$ cat config.mk
export PLATFORM = sky130hd
export DESIGN_NAME = lib_trial_spi_rx
export DESIGN_NICKNAME = d
export VERILOG_FILES = /design/src/rtl/lib_trial_pkg.sv /design/src/rtl/lib_trial_spi_rx.sv
export SDC_FILE = /design/constraint.sdc
export NUM_CORES = 1
export LEC_CHECK = 0
export CAP_MARGIN = 20
export CELL_PAD_IN_SITES_DETAIL_PLACEMENT = 1
export CELL_PAD_IN_SITES_GLOBAL_PLACEMENT = 1
export CORE_ASPECT_RATIO = 1.1
export CORE_MARGIN = 8
export CORE_UTILIZATION = 42
export CTS_CLUSTER_DIAMETER = 150
export CTS_CLUSTER_SIZE = 20
export DETAILED_ROUTE_END_ITERATION = 12
export GPL_TIMING_DRIVEN = 0
export PLACE_DENSITY = 0.83
export SLEW_MARGIN = 10
export SYNTH_ARGS = -nofsm -noshare
export SYNTH_HDL_FRONTEND = slang
export SYNTH_SLANG_ARGS = --single-unit
$ cat constraint.sdc
create_clock -name pclk -period 3.5 [get_ports pclk]
set_input_delay 0.35 -clock pclk [delete_from_list [all_inputs] [get_ports pclk]]
set_output_delay 0.35 -clock pclk [all_outputs]
set_load 0.02 [all_outputs]
$ cat src/rtl/lib_trial_pkg.sv
// Shared constants and types for the lib_trial APB/SPI integration block.
package lib_trial_pkg;

  localparam int unsigned DATA_W   = 16;
  localparam int unsigned ADDR_W   = 3;
  localparam int unsigned NUM_REGS = 4;
  localparam int unsigned RX_W     = 32;

  localparam logic [ADDR_W-1:0] ADDR_REG0     = 3'd0;
  localparam logic [ADDR_W-1:0] ADDR_REG1     = 3'd1;
  localparam logic [ADDR_W-1:0] ADDR_REG2     = 3'd2;
  localparam logic [ADDR_W-1:0] ADDR_REG3     = 3'd3;
  localparam logic [ADDR_W-1:0] ADDR_RX_LO    = 3'd4;
  localparam logic [ADDR_W-1:0] ADDR_RX_HI    = 3'd5;
  localparam logic [ADDR_W-1:0] ADDR_RX_STAT  = 3'd6;
  localparam logic [ADDR_W-1:0] ADDR_UNMAPPED = 3'd7;

  typedef struct packed {
    logic       valid;
    logic       rsvd;
    logic [5:0] bits;
    logic [7:0] count;
  } rx_stat_t;

endpackage

$ cat src/rtl/lib_trial_spi_rx.sv
// SPI frame receiver: synchronizes sclk/cs_n/mosi, shifts MSB first, latches the frame on cs_n rise.
module lib_trial_spi_rx
  import lib_trial_pkg::*;
(
  input  logic            pclk,
  input  logic            preset,
  input  logic            sclk,
  input  logic            cs_n,
  input  logic            mosi,
  output logic [RX_W-1:0] rx_data,
  output logic [5:0]      rx_bits,
  output logic [7:0]      rx_count,
  output logic            rx_valid
);

  logic [1:0]      sclk_sync_q, cs_sync_q, mosi_sync_q;
  logic            sclk_prev_q, cs_prev_q;
  logic            sclk_s, cs_s, mosi_s;
  logic            sclk_rise, cs_fall, cs_rise;

  logic [RX_W-1:0] shift_q, shift_d;
  logic [5:0]      bits_q, bits_d;
  logic            armed_q, armed_d;
  logic [RX_W-1:0] data_q, data_d;
  logic [5:0]      lbits_q, lbits_d;
  logic [7:0]      count_q, count_d;
  logic            valid_q, valid_d;

  assign sclk_s    = sclk_sync_q[1];
  assign cs_s      = cs_sync_q[1];
  assign mosi_s    = mosi_sync_q[1];
  assign sclk_rise = sclk_s & ~sclk_prev_q;
  assign cs_fall   = ~cs_s & cs_prev_q;
  assign cs_rise   = cs_s & ~cs_prev_q;

  // Synchronizers idle with cs_n high so reset release never fakes a frame start.
  always_ff @(posedge pclk) begin
    if (preset) begin
      sclk_sync_q <= 2'b00;
      cs_sync_q   <= 2'b11;
      mosi_sync_q <= 2'b00;
      sclk_prev_q <= 1'b0;
      cs_prev_q   <= 1'b1;
    end else begin
      sclk_sync_q <= {sclk_sync_q[0], sclk};
      cs_sync_q   <= {cs_sync_q[0], cs_n};
      mosi_sync_q <= {mosi_sync_q[0], mosi};
      sclk_prev_q <= sclk_s;
      cs_prev_q   <= cs_s;
    end
  end

  // Frame tracking; armed only after a cs_n fall so a reset mid-frame discards it.
  always_comb begin
    shift_d = shift_q;
    bits_d  = bits_q;
    armed_d = armed_q;
    data_d  = data_q;
    lbits_d = lbits_q;
    count_d = count_q;
    valid_d = valid_q;
    if (cs_fall) begin
      shift_d = '0;
      bits_d  = '0;
      armed_d = 1'b1;
    end else if (armed_q && !cs_s && sclk_rise) begin
      shift_d = {shift_q[RX_W-2:0], mosi_s};
      if (bits_q != 6'd63) bits_d = bits_q + 6'd1;
    end else if (armed_q && cs_rise) begin
      armed_d = 1'b0;
      if (bits_q != 6'd0) begin
        data_d  = shift_q;
        lbits_d = bits_q;
        count_d = count_q + 8'd1;
        valid_d = 1'b1;
      end
    end
  end

  always_ff @(posedge pclk) begin
    if (preset) begin
      shift_q <= '0;
      bits_q  <= '0;
      armed_q <= 1'b0;
      data_q  <= '0;
      lbits_q <= '0;
      count_q <= '0;
      valid_q <= 1'b0;
    end else begin
      shift_q <= shift_d;
      bits_q  <= bits_d;
      armed_q <= armed_d;
      data_q  <= data_d;
      lbits_q <= lbits_d;
      count_q <= count_d;
      valid_q <= valid_d;
    end
  end

  assign rx_data  = data_q;
  assign rx_bits  = lbits_q;
  assign rx_count = count_q;
  assign rx_valid = valid_q;

endmodule

### After elaboration in Yosys (flattened, before gate mapping)

Index checks and enable logic that the tools add are counted.

| storage, ports and cells | value |
|---|---|
| input bits | 5 |
| ROM bits | 0 |
| logic and storage cells | 37 |
| latch bits | 0 |
| bits in writable memories | 0 |
| register bits | 94 |
| output and inout port bits | 47 |
| memories | 0 |

| operators by class | value |
|---|---|
| $lt $le $gt $ge | 0 |
| shift-type cells | 0 |
| add/subtract/negate cells | 2 |
| reductions and logical operators | 10 |
| equal/unequal tests | 2 |
| muxes and demuxes | 3 |
| multiply operators | 0 |
| bitwise logic cells | 8 |
| divide/modulo/power cells | 0 |

Operators with widths:

| kind | count |
|---|---|
| adder 8 x 1 -> 8 bit, second input constant | 1 |
| adder 6 x 1 -> 6 bit, second input constant | 1 |
| != test 6 bit, second input constant | 1 |
| nonzero test 6 bit | 1 |
| inverter 1 bit | 5 |
| AND reduction 2 bit | 2 |
| AND reduction 4 bit | 1 |
| bitwise AND 1 bit | 3 |
| logical AND 1 bit | 3 |
| two-way mux 1 bit | 3 |
| != test 2 bit, second input constant | 1 |
| nonzero test 2 bit | 1 |
| OR reduction 2 bit | 1 |
| zero test 1 bit | 1 |

### Longest topological paths before layout

Gate-level depths: netlist of the first run.

| depth | value |
|---|---|
| depth in word-level cells | 6 |
| depth in mapped cells | 8 |
| mapped depth without buffers | 6 |

### Worst setup path before layout of the first run

No wires, ideal clock.

| timing path | value |
|---|---|
| path type | register -> register |
| start point | register bits_q[0] |
| end point | register data_q[12] (netlist: rx_data[12]) |
| stages on the path, launching flop included | 9 |
| path buffers | 2 |
| data required time | 3.368 ns |
| period minus slack after synthesis | 1.713 ns |
| slack | 1.787 ns |
| library setup time | 0.132 ns |
| data arrival time | 1.581 ns |
| cells stage by stage | dfxtp_1 inv_1 ha_1 or4b_4 o21a_1 buf_2 buf_6 nand2_1 a21oi_1 |

| on the way | value |
|---|---|
| longest elaborated chain between the ends | 2 |

RTL lines:

| element | RTL line | RTL |
|---|---|---|
| from (decl) | lib_trial_spi_rx.sv:22 | `logic [5:0] bits_q, bits_d;` |
| from (signal assigned) | lib_trial_spi_rx.sv:91 | `bits_q <= bits_d;` |
| nonzero test 6 bit | lib_trial_spi_rx.sv:71 | `if (bits_q != 6'd0) begin` |
| AND reduction 4 bit (no source line) | - |  |
| to (signal assigned) | lib_trial_spi_rx.sv:93 | `data_q <= data_d;` |
| to (decl) | lib_trial_spi_rx.sv:24 | `logic [RX_W-1:0] data_q, data_d;` |

No other way between the ends.
A chain may end at the register's enable or synchronous reset.

### Final worst setup path of the first run

| timing path | value |
|---|---|
| start point | register bits_q[0] |
| end point | register data_q[14] (netlist: rx_data[14]) |

Same word-level chain as after synthesis.

==> metrics.txt, run 1 <==
# TYPE chip_impl_metric gauge
chip_impl_metric{name="fp.dieH",unit="um"} 111
chip_impl_metric{name="synth.ff_latch_count",unit=""} 94
chip_impl_metric{name="hold_viol",unit=""} 0
chip_impl_metric{name="timing.max_slew.rel_slack",unit="%"} 62.8
chip_impl_metric{name="fp.dieArea",unit="mm^2"} 0.0113
chip_impl_metric{name="ys_types",unit=""} 34
chip_impl_metric{name="gate_count_of_the_mapped_netlist",unit=""} 409
chip_impl_metric{name="max_cap_viols",unit=""} 0
chip_impl_metric{name="io_pins",unit=""} 52
chip_impl_metric{name="cp_data_required_time",unit="ns"} 3.73
chip_impl_metric{name="first_global_vias",unit=""} 3051
chip_impl_metric{name="timing_max_transition_violations_final",unit=""} 0
chip_impl_info{name="synth.largest_area_cell",value="dfxtp_1"} 1
chip_impl_metric{name="layout.nets",unit=""} 479
chip_impl_metric{name="placement_rows",unit=""} 34
chip_impl_metric{name="tns",unit="ns"} 0
chip_impl_metric{name="critical_path_arrival",unit="ns"} 2.17
chip_impl_metric{name="rrSetupSlack",unit="ns"} 1.56
chip_impl_metric{name="ys.warnings.count",unit=""} 0
chip_impl_metric{name="power.density",unit="mW/mm^2"} 424
chip_impl_metric{name="clock_sink_count",unit=""} 94
chip_impl_metric{name="cp_max_fo",unit=""} 10
chip_impl_metric{name="grt_pass1_wl",unit="mm"} 14.3
chip_impl_metric{name="port_buffers",unit=""} 51
chip_impl_metric{name="cts-buffers-inserted",unit=""} 9
chip_impl_metric{name="worst_supply_voltage_drop_on_vdd",unit="uV"} 229
chip_impl_metric{name="antenna_left",unit=""} 0
chip_impl_metric{name="whs_path_depth",unit=""} 1
chip_impl_metric{name="report.final.setup_viol",unit=""} 0
chip_impl_metric{name="ys_seq_area_share",unit="%"} 55.2
chip_impl_info{name="synth_area_leaders",value="dfxtp_1, nand2_1, a21oi_1, clkbuf_1, buf_6"} 1
chip_impl_metric{name="ctsHoldBuffers",unit=""} 0
chip_impl_metric{name="htreeDepth",unit=""} 3
chip_impl_info{name="reg2reg_from",value="bits_q[0]"} 1
chip_impl_metric{name="drt-wirelength-per-cell",unit="um"} 14.8
chip_impl_metric{name="initial_utilization",unit="%"} 43.1
chip_impl_metric{name="worst_slack",unit="ns"} 1.56
chip_impl_metric{name="finClkSkew",unit="ns"} 0.0105
chip_impl_info{name="grt_setup_unrepaired",value="false"} 1
chip_impl_info{name="reg_to_reg_end",value="rx_data[14]"} 1
chip_impl_info{name="end_kind",value="register"} 1
chip_impl_metric{name="clk_transition_reported_paths",unit="ns"} 0.09
chip_impl_info{name="hold_path_start",value="cs_sync_q[0]"} 1
chip_impl_metric{name="post_synth.cell_area_avg",unit="um^2"} 8.34
chip_impl_metric{name="globalRouteOverflowTotal",unit=""} 0
chip_impl_metric{name="async_reset_ff_share",unit="%"} 0
chip_impl_metric{name="fin_crit_sh",unit="%"} 55.5
chip_impl_metric{name="drt_iter0_markers",unit=""} 131
chip_impl_info{name="start_kind",value="register"} 1
chip_impl_metric{name="postRouteWirelength",unit="mm"} 8.64
chip_impl_info{name="status",value="finished, final reports clean"} 1
chip_impl_metric{name="final_layout_size_suffix_gt1_share",unit="%"} 5.91
chip_impl_metric{name="fp.dieW",unit="um"} 102
chip_impl_info{name="tritoncts",value="built"} 1
chip_impl_info{name="timing.hold.worst.class",value="register to register"} 1
chip_impl_metric{name="clk-insertion-delay-late",unit="ns"} 0.35
chip_impl_info{name="clockRootBuffer",value="clkbuf_8"} 1
chip_impl_metric{name="mapped_area",unit="mm^2"} 0.00341
chip_impl_metric{name="grt_antenna_before_repair",unit=""} 0
chip_impl_metric{name="core-area",unit="mm^2"} 0.00791
chip_impl_metric{name="place.detailed.hpwl",unit="mm"} 6.01
chip_impl_metric{name="grt_max_degree",unit=""} 15
chip_impl_metric{name="r2r.worst_path.cells",unit=""} 8
chip_impl_metric{name="place_worst_setup_slack",unit="ns"} 1.42
chip_impl_metric{name="tightestPinTransition",unit="ns"} 0.558
chip_impl_metric{name="synth_edf_count",unit=""} 0
chip_impl_metric{name="gp_congestion",unit=""} 0.744
chip_impl_metric{name="mappedNetlistNets",unit=""} 417
chip_impl_metric{name="fmax",unit="GHz"} 0.515
chip_impl_metric{name="post_drt_via_cell_ratio",unit=""} 5.05
chip_impl_info{name="hold_path_end",value="cs_sync_q[1]"} 1
chip_impl_metric{name="detailroute.via_count",unit=""} 2938
chip_impl_metric{name="fillerInstances",unit=""} 996
chip_impl_metric{name="syn_to_layout_area_delta",unit="%"} 24.1
chip_impl_metric{name="1st_pass_router_iterations",unit=""} 4
chip_impl_metric{name="static-leakage-power",unit="nW"} 1.38
chip_impl_metric{name="synth_top_area_share",unit="%"} 55.2
chip_impl_info{name="postSynth.topFlopCell",value="dfxtp_1"} 1
chip_impl_metric{name="finalCriticalPeriod",unit="ns"} 1.94
chip_impl_metric{name="grtUsageTotal",unit="%"} 15.6
chip_impl_metric{name="ctsLongestPathBuffers",unit=""} 2
chip_impl_metric{name="cts_post_setup_buffers_inserted",unit=""} 0
chip_impl_metric{name="diodes",unit=""} 0
chip_impl_metric{name="post_cts_resized",unit=""} 0
chip_impl_info{name="path_type_of_the_worst_setup_path",value="register to register"} 1
chip_impl_metric{name="drc_errors",unit=""} 0
-- Yosys cell counts (3+ instances only) --
cell        n
inv_1       3
xor2_1      4
or2_2       3
or4_1       4
buf_6       6
a21oi_1    78
clkbuf_1   18
dfxtp_1    94
nor2_1     10
nor2b_1     5
nand2b_1    3
nand3_1     3
ha_1        3
nand2_1   146
o21ai_0     3
o31ai_1     4
-- routing by layer --
layer  routed length, um  track usage (%)  vias to the layer above
li1                    -                -                     1463
met1                3800             17.9                     1420
met2                4390             27.4                       42
met3                 282             2.58                       13
met4                 159             6.86                        0
met5                   0                0                        -
-- logic make-up after synthesis --
logic type / Yosys count / synth area share, %
AO/OA/AOI/OAI: 92 / 14.4
multiplexers: 1 / 0.293
buffers and inverters: 31 / 4.88
adder cells (fa/ha/maj): 3 / 1.10
AND/OR/NAND/NOR: 182 / 22.6
XOR/XNOR: 6 / 1.54
flip-flops: 94 / 55.2
-- flip-flops by register name (all words and copies together) (netlist names) --
signal and flops:
rx_data 32, shift_q 32, rx_count 8, bits_q 6
rx_bits 6, cs_sync_q 2, mosi_sync_q 2, sclk_sync_q 2
armed_q 1, cs_prev_q 1, rx_valid 1, sclk_prev_q 1
-- per-stage QoR --
stage / area [um^2] / utilization (%) / hold WS [ns] / total power, mW / cells
after floorplan: 3410 / - / 0.389 / 1.12 / 409
after global placement: 4060 / 51.3 / 0.398 / 1.13 / 568
after detailed placement: 4060 / 51.3 / 0.397 / 1.14 / 568
after CTS: 4230 / 53.5 / 0.417 / 1.81 / 582
after global routing: 4230 / 53.5 / 0.420 / 1.85 / 582
final: 4230 / 53.5 / 0.415 / 1.80 / 582
-- placed cells by master (no fill, tap or decap), drive strengths merged --
cell,n
nand2,146
dfxtp,94
a21oi,78
clkdlybuf4s50,51
clkbuf,27
nor2,10
buf,10
nor2b,5
xor2,4
o31ai,4
or4,4
o21ai,4
inv,3
nand2b,3
nand3,3
or2,3
ha,3
clkinv,3
xnor2,2
o2111ai,2
o211ai,2
nor4bb,1
or4b,1
and3b,1
o21a,1
nand4bb,1
and4,1
a31o,1
and3,1
and2,1
or3,1
mux2i,1
bufinv,1
clkinvlp,1
-- worst max-delay path by stage --
| stage | to | cells after the start | startpoint | slack, ns |
|---|---|---|---|---|
| 2_1_floorplan | rx_data[12] | 8 | bits_q[0] | 1.79 |
| 3_3_place_gp | rx_bits[0] | 4 | preset | 1.44 |
| 3_5_place_dp | rx_data[0] | 4 | preset | 1.42 |
| 4_1_cts | rx_data[14] | 8 | bits_q[0] | 1.55 |
| 5_1_grt | rx_data[21] | 8 | bits_q[0] | 1.47 |
| 6_report | rx_data[14] | 8 | bits_q[0] | 1.56 |
-- area by class of cell --
cell class                 instances  area (um^2)  share of cell area, %
sequential                        94         1880                   44.4
multi-input combinational        284         1360                   32.2
timing repair buffer              51          510                   12.1
buffer                            28          155                   3.66
tap                              108          135                   3.19
clock buffer                       9          124                   2.93
clock inverter                     5         52.6                   1.24
inverter                           3         11.3                  0.266
-- critical path, stage by stage (launching register included) --
cell and delay [ns]:
dfxtp_1 0.34, inv_1 0.10, ha_1 0.14, or4b_4 0.47, o21a_1 0.22, buf_2 0.22, buf_6 0.18, nand2_1 0.09
a21oi_1 0.06
-- report_power, final --
| part | switching (mW) | total [mW] | internal (mW) |
|---|---|---|---|
| clock | 0.367 | 0.686 | 0.319 |
| combinational | 0.0243 | 0.0350 | 0.0107 |
| sequential | 0.00218 | 1.07 | 1.07 |
No activity file was read; power rests on OpenSTA's default activity.
==> run 2, diff against run 1 <==
Settings changed: CORE_UTILIZATION 42 to 36, PLACE_DENSITY 0.83 to 0.75.
Clock period 3.5 ns to 1.69 ns, I/O delays scaled along.
==> run 2 against run 1 <==
- the run now ends with setup timing left
- final cell count rose by 3.1%
- sequential power up 110%
- core utilization decreased by 2.4 points
- register-to-register slack lost 1.7 ns
- non-clock buffer count grew 8
- clock power rose by 130%
- sequential share of layout area decreased by 4.7 points
- setup slack worse by 1.7 ns
- maximum frequency increased by 6.1%
- clock skew hardly changed
- critical path type unchanged
- largest power group unchanged
==> metrics.txt, run 2 (synthesis results as in run 1) <==
# TYPE chip_impl_metric gauge
chip_impl_info{name="most-common-layout-cells",value="nand2_1, dfxtp_1, a21oi_1"} 1
chip_impl_info{name="reg2reg_from",value="bits_q[0]"} 1
chip_impl_metric{name="timing.hold.ws",unit="ns"} 0.359
chip_impl_metric{name="antenna_left",unit=""} 0
chip_impl_metric{name="1st_pass_router_iterations",unit=""} 4
chip_impl_metric{name="cp_num_cells",unit=""} 8
chip_impl_info{name="worstSetupStartpoint",value="bits_q[0]"} 1
chip_impl_metric{name="ctsLongestPathBuffers",unit=""} 2
chip_impl_metric{name="globalRouteOverflowTotal",unit=""} 0
chip_impl_metric{name="core-area",unit="mm^2"} 0.00931
chip_impl_metric{name="fp.dieH",unit="um"} 118
chip_impl_metric{name="static-leakage-power",unit="nW"} 1.59
chip_impl_metric{name="clk-insertion-delay-late",unit="ns"} 0.36
chip_impl_info{name="path_type_of_the_worst_setup_path",value="register to register"} 1
chip_impl_metric{name="first_global_vias",unit=""} 3015
chip_impl_metric{name="initial_utilization",unit="%"} 36.7
chip_impl_metric{name="port_buffers",unit=""} 51
chip_impl_metric{name="worst_supply_voltage_drop_on_vdd",unit="uV"} 376
chip_impl_metric{name="tightestPinTransition",unit="ns"} 0.727
chip_impl_metric{name="io_pins",unit=""} 52
chip_impl_info{name="clockRootBuffer",value="clkbuf_8"} 1
chip_impl_metric{name="report.final.setup_viol",unit=""} 46
chip_impl_metric{name="fp.dieW",unit="um"} 109
chip_impl_metric{name="grt_pass1_wl",unit="mm"} 14.5
chip_impl_info{name="timing.critical_path.cells",value="inv_2, ha_4, or4b_4, o21a_4, buf_12, clkbuf_16, nand2_2, a21oi_1"} 1
chip_impl_metric{name="max_cap_viols",unit=""} 0
chip_impl_metric{name="finalCriticalPeriod",unit="ns"} 1.83
chip_impl_info{name="timing.hold.worst.class",value="input pin to register"} 1
chip_impl_metric{name="fmax",unit="GHz"} 0.546
chip_impl_metric{name="grt_max_degree",unit=""} 15
chip_impl_metric{name="rrSetupSlack",unit="ns"} -0.14
chip_impl_info{name="end_kind",value="register"} 1
chip_impl_metric{name="grtUsageTotal",unit="%"} 14.1
chip_impl_metric{name="timing.max_slew.rel_slack",unit="%"} 51.6
chip_impl_metric{name="total_power",unit="mW"} 3.86
chip_impl_metric{name="cp_data_required_time",unit="ns"} 1.92
chip_impl_metric{name="cp_max_fo",unit=""} 6
chip_impl_info{name="start_kind",value="register"} 1
chip_impl_metric{name="worst_slack",unit="ns"} -0.141
chip_impl_info{name="critPathCapture",value="rx_data[15]"} 1
chip_impl_metric{name="layout.nets",unit=""} 487
chip_impl_metric{name="timing_max_transition_violations_final",unit=""} 0
chip_impl_metric{name="crit_buf_inv",unit=""} 3
chip_impl_metric{name="drt-wirelength-per-cell",unit="um"} 15.1
chip_impl_metric{name="fp.dieArea",unit="mm^2"} 0.0129
chip_impl_info{name="reg_to_reg_end",value="rx_data[15]"} 1
chip_impl_metric{name="drt_iter0_markers",unit=""} 89
chip_impl_metric{name="placement_rows",unit=""} 37
chip_impl_metric{name="clk_transition_reported_paths",unit="ns"} 0.09
chip_impl_info{name="violations",value="setup timing"} 1
chip_impl_info{name="cp_slowest_cell",value="or4b_4"} 1
chip_impl_metric{name="power.density",unit="mW/mm^2"} 813
chip_impl_metric{name="clock_sink_count",unit=""} 94
chip_impl_metric{name="diodes",unit=""} 0
chip_impl_metric{name="cts-buffers-inserted",unit=""} 9
chip_impl_metric{name="gp_congestion",unit=""} 0.737
chip_impl_metric{name="detailroute.via_count",unit=""} 2980
chip_impl_info{name="tritoncts",value="built"} 1
chip_impl_metric{name="r2r.worst_path.cells",unit=""} 8
chip_impl_metric{name="tns",unit="ns"} -3.94
chip_impl_metric{name="grt_antenna_before_repair",unit=""} 0
chip_impl_metric{name="hold_viol",unit=""} 0
chip_impl_metric{name="place.detailed.hpwl",unit="mm"} 6.03
chip_impl_metric{name="final_layout_size_suffix_gt1_share",unit="%"} 21.7
chip_impl_metric{name="critical_path_arrival",unit="ns"} 2.06
chip_impl_info{name="crit_family",value="simple AND/OR/NAND/NOR gates"} 1
chip_impl_info{name="most_common_cell_after_layout_fill_and_taps_aside",value="nand2_1"} 1
chip_impl_metric{name="post_drt_via_cell_ratio",unit=""} 4.97
chip_impl_metric{name="htreeDepth",unit=""} 3
chip_impl_info{name="grt_setup_unrepaired",value="true"} 1
chip_impl_metric{name="drc_errors",unit=""} 0
chip_impl_info{name="status",value="finished with violations"} 1
chip_impl_metric{name="max_stage_delay",unit="ns"} 0.50
chip_impl_metric{name="finClkSkew",unit="ns"} 0.0109
chip_impl_metric{name="fin_crit_sh",unit="%"} 108
chip_impl_metric{name="postRouteWirelength",unit="mm"} 9.04
chip_impl_metric{name="syn_to_layout_area_delta",unit="%"} 39.3
-- run 2: worst min path at each step --
stage / from / depth (start not counted) / end / slack, ns
2_1_floorplan: cs_n / 1 / cs_sync_q[0] / 0.27
3_5_place_dp: cs_sync_q[0] / 1 / cs_sync_q[1] / 0.41
3_3_place_gp: cs_sync_q[0] / 1 / cs_sync_q[1] / 0.40
4_1_cts: sclk / 2 / sclk_sync_q[0] / 0.35
6_report: sclk / 2 / sclk_sync_q[0] / 0.36
5_1_grt: mosi / 2 / mosi_sync_q[0] / 0.38
-- run 2: per-stage QoR --
stage	worst slack, ns	std cells	utilization [%]	instance area (um^2)
floorplan	0.0111	409	-	3420
CTS	-0.151	600	49.7	4620
global route	-0.180	600	51.1	4750
finish	-0.141	600	51.1	4750
detailed placement	-0.238	577	43.8	4080
global placement	-0.184	577	43.8	4080
-- run 2: area by class of cell --
class | count | area, um^2
fill | 1069 | 4550
sequential | 94 | 1890
tap | 117 | 146
clock inverter | 3 | 42.5
timing repair buffer | 60 | 634
inverter | 3 | 11.3
multi-input combinational | 284 | 1650
buffer | 27 | 215
clock buffer | 12 | 165
-- run 2: metal layers --
metal | global-route usage (%) | wire length, um
met2 | 24.2 | 4590
met5 | 0 | 0
met1 | 16.6 | 4090
met3 | 2.19 | 224
met4 | 6.17 | 143
-- run 2: repair_timing --
| item | in CTS | in global routing |
|---|---|---|
| gates cloned | 4 | 1 |
| endpoints found under the setup margin | 78 | 78 |
| gates resized for setup | 69 | 40 |
| pin swaps | 40 | 14 |
| hold buffers | 0 | 0 |
| buffers inserted | 5 | 0 |
-- run 2: where the power goes --
group	leakage [nW]	switching [mW]	internal (mW)	total, mW
logic	0.728	0.0557	0.0236	0.0793
registers	0.759	0.00514	2.22	2.23
clock network	0.104	0.760	0.795	1.56
total	1.59	0.821	3.04	3.86
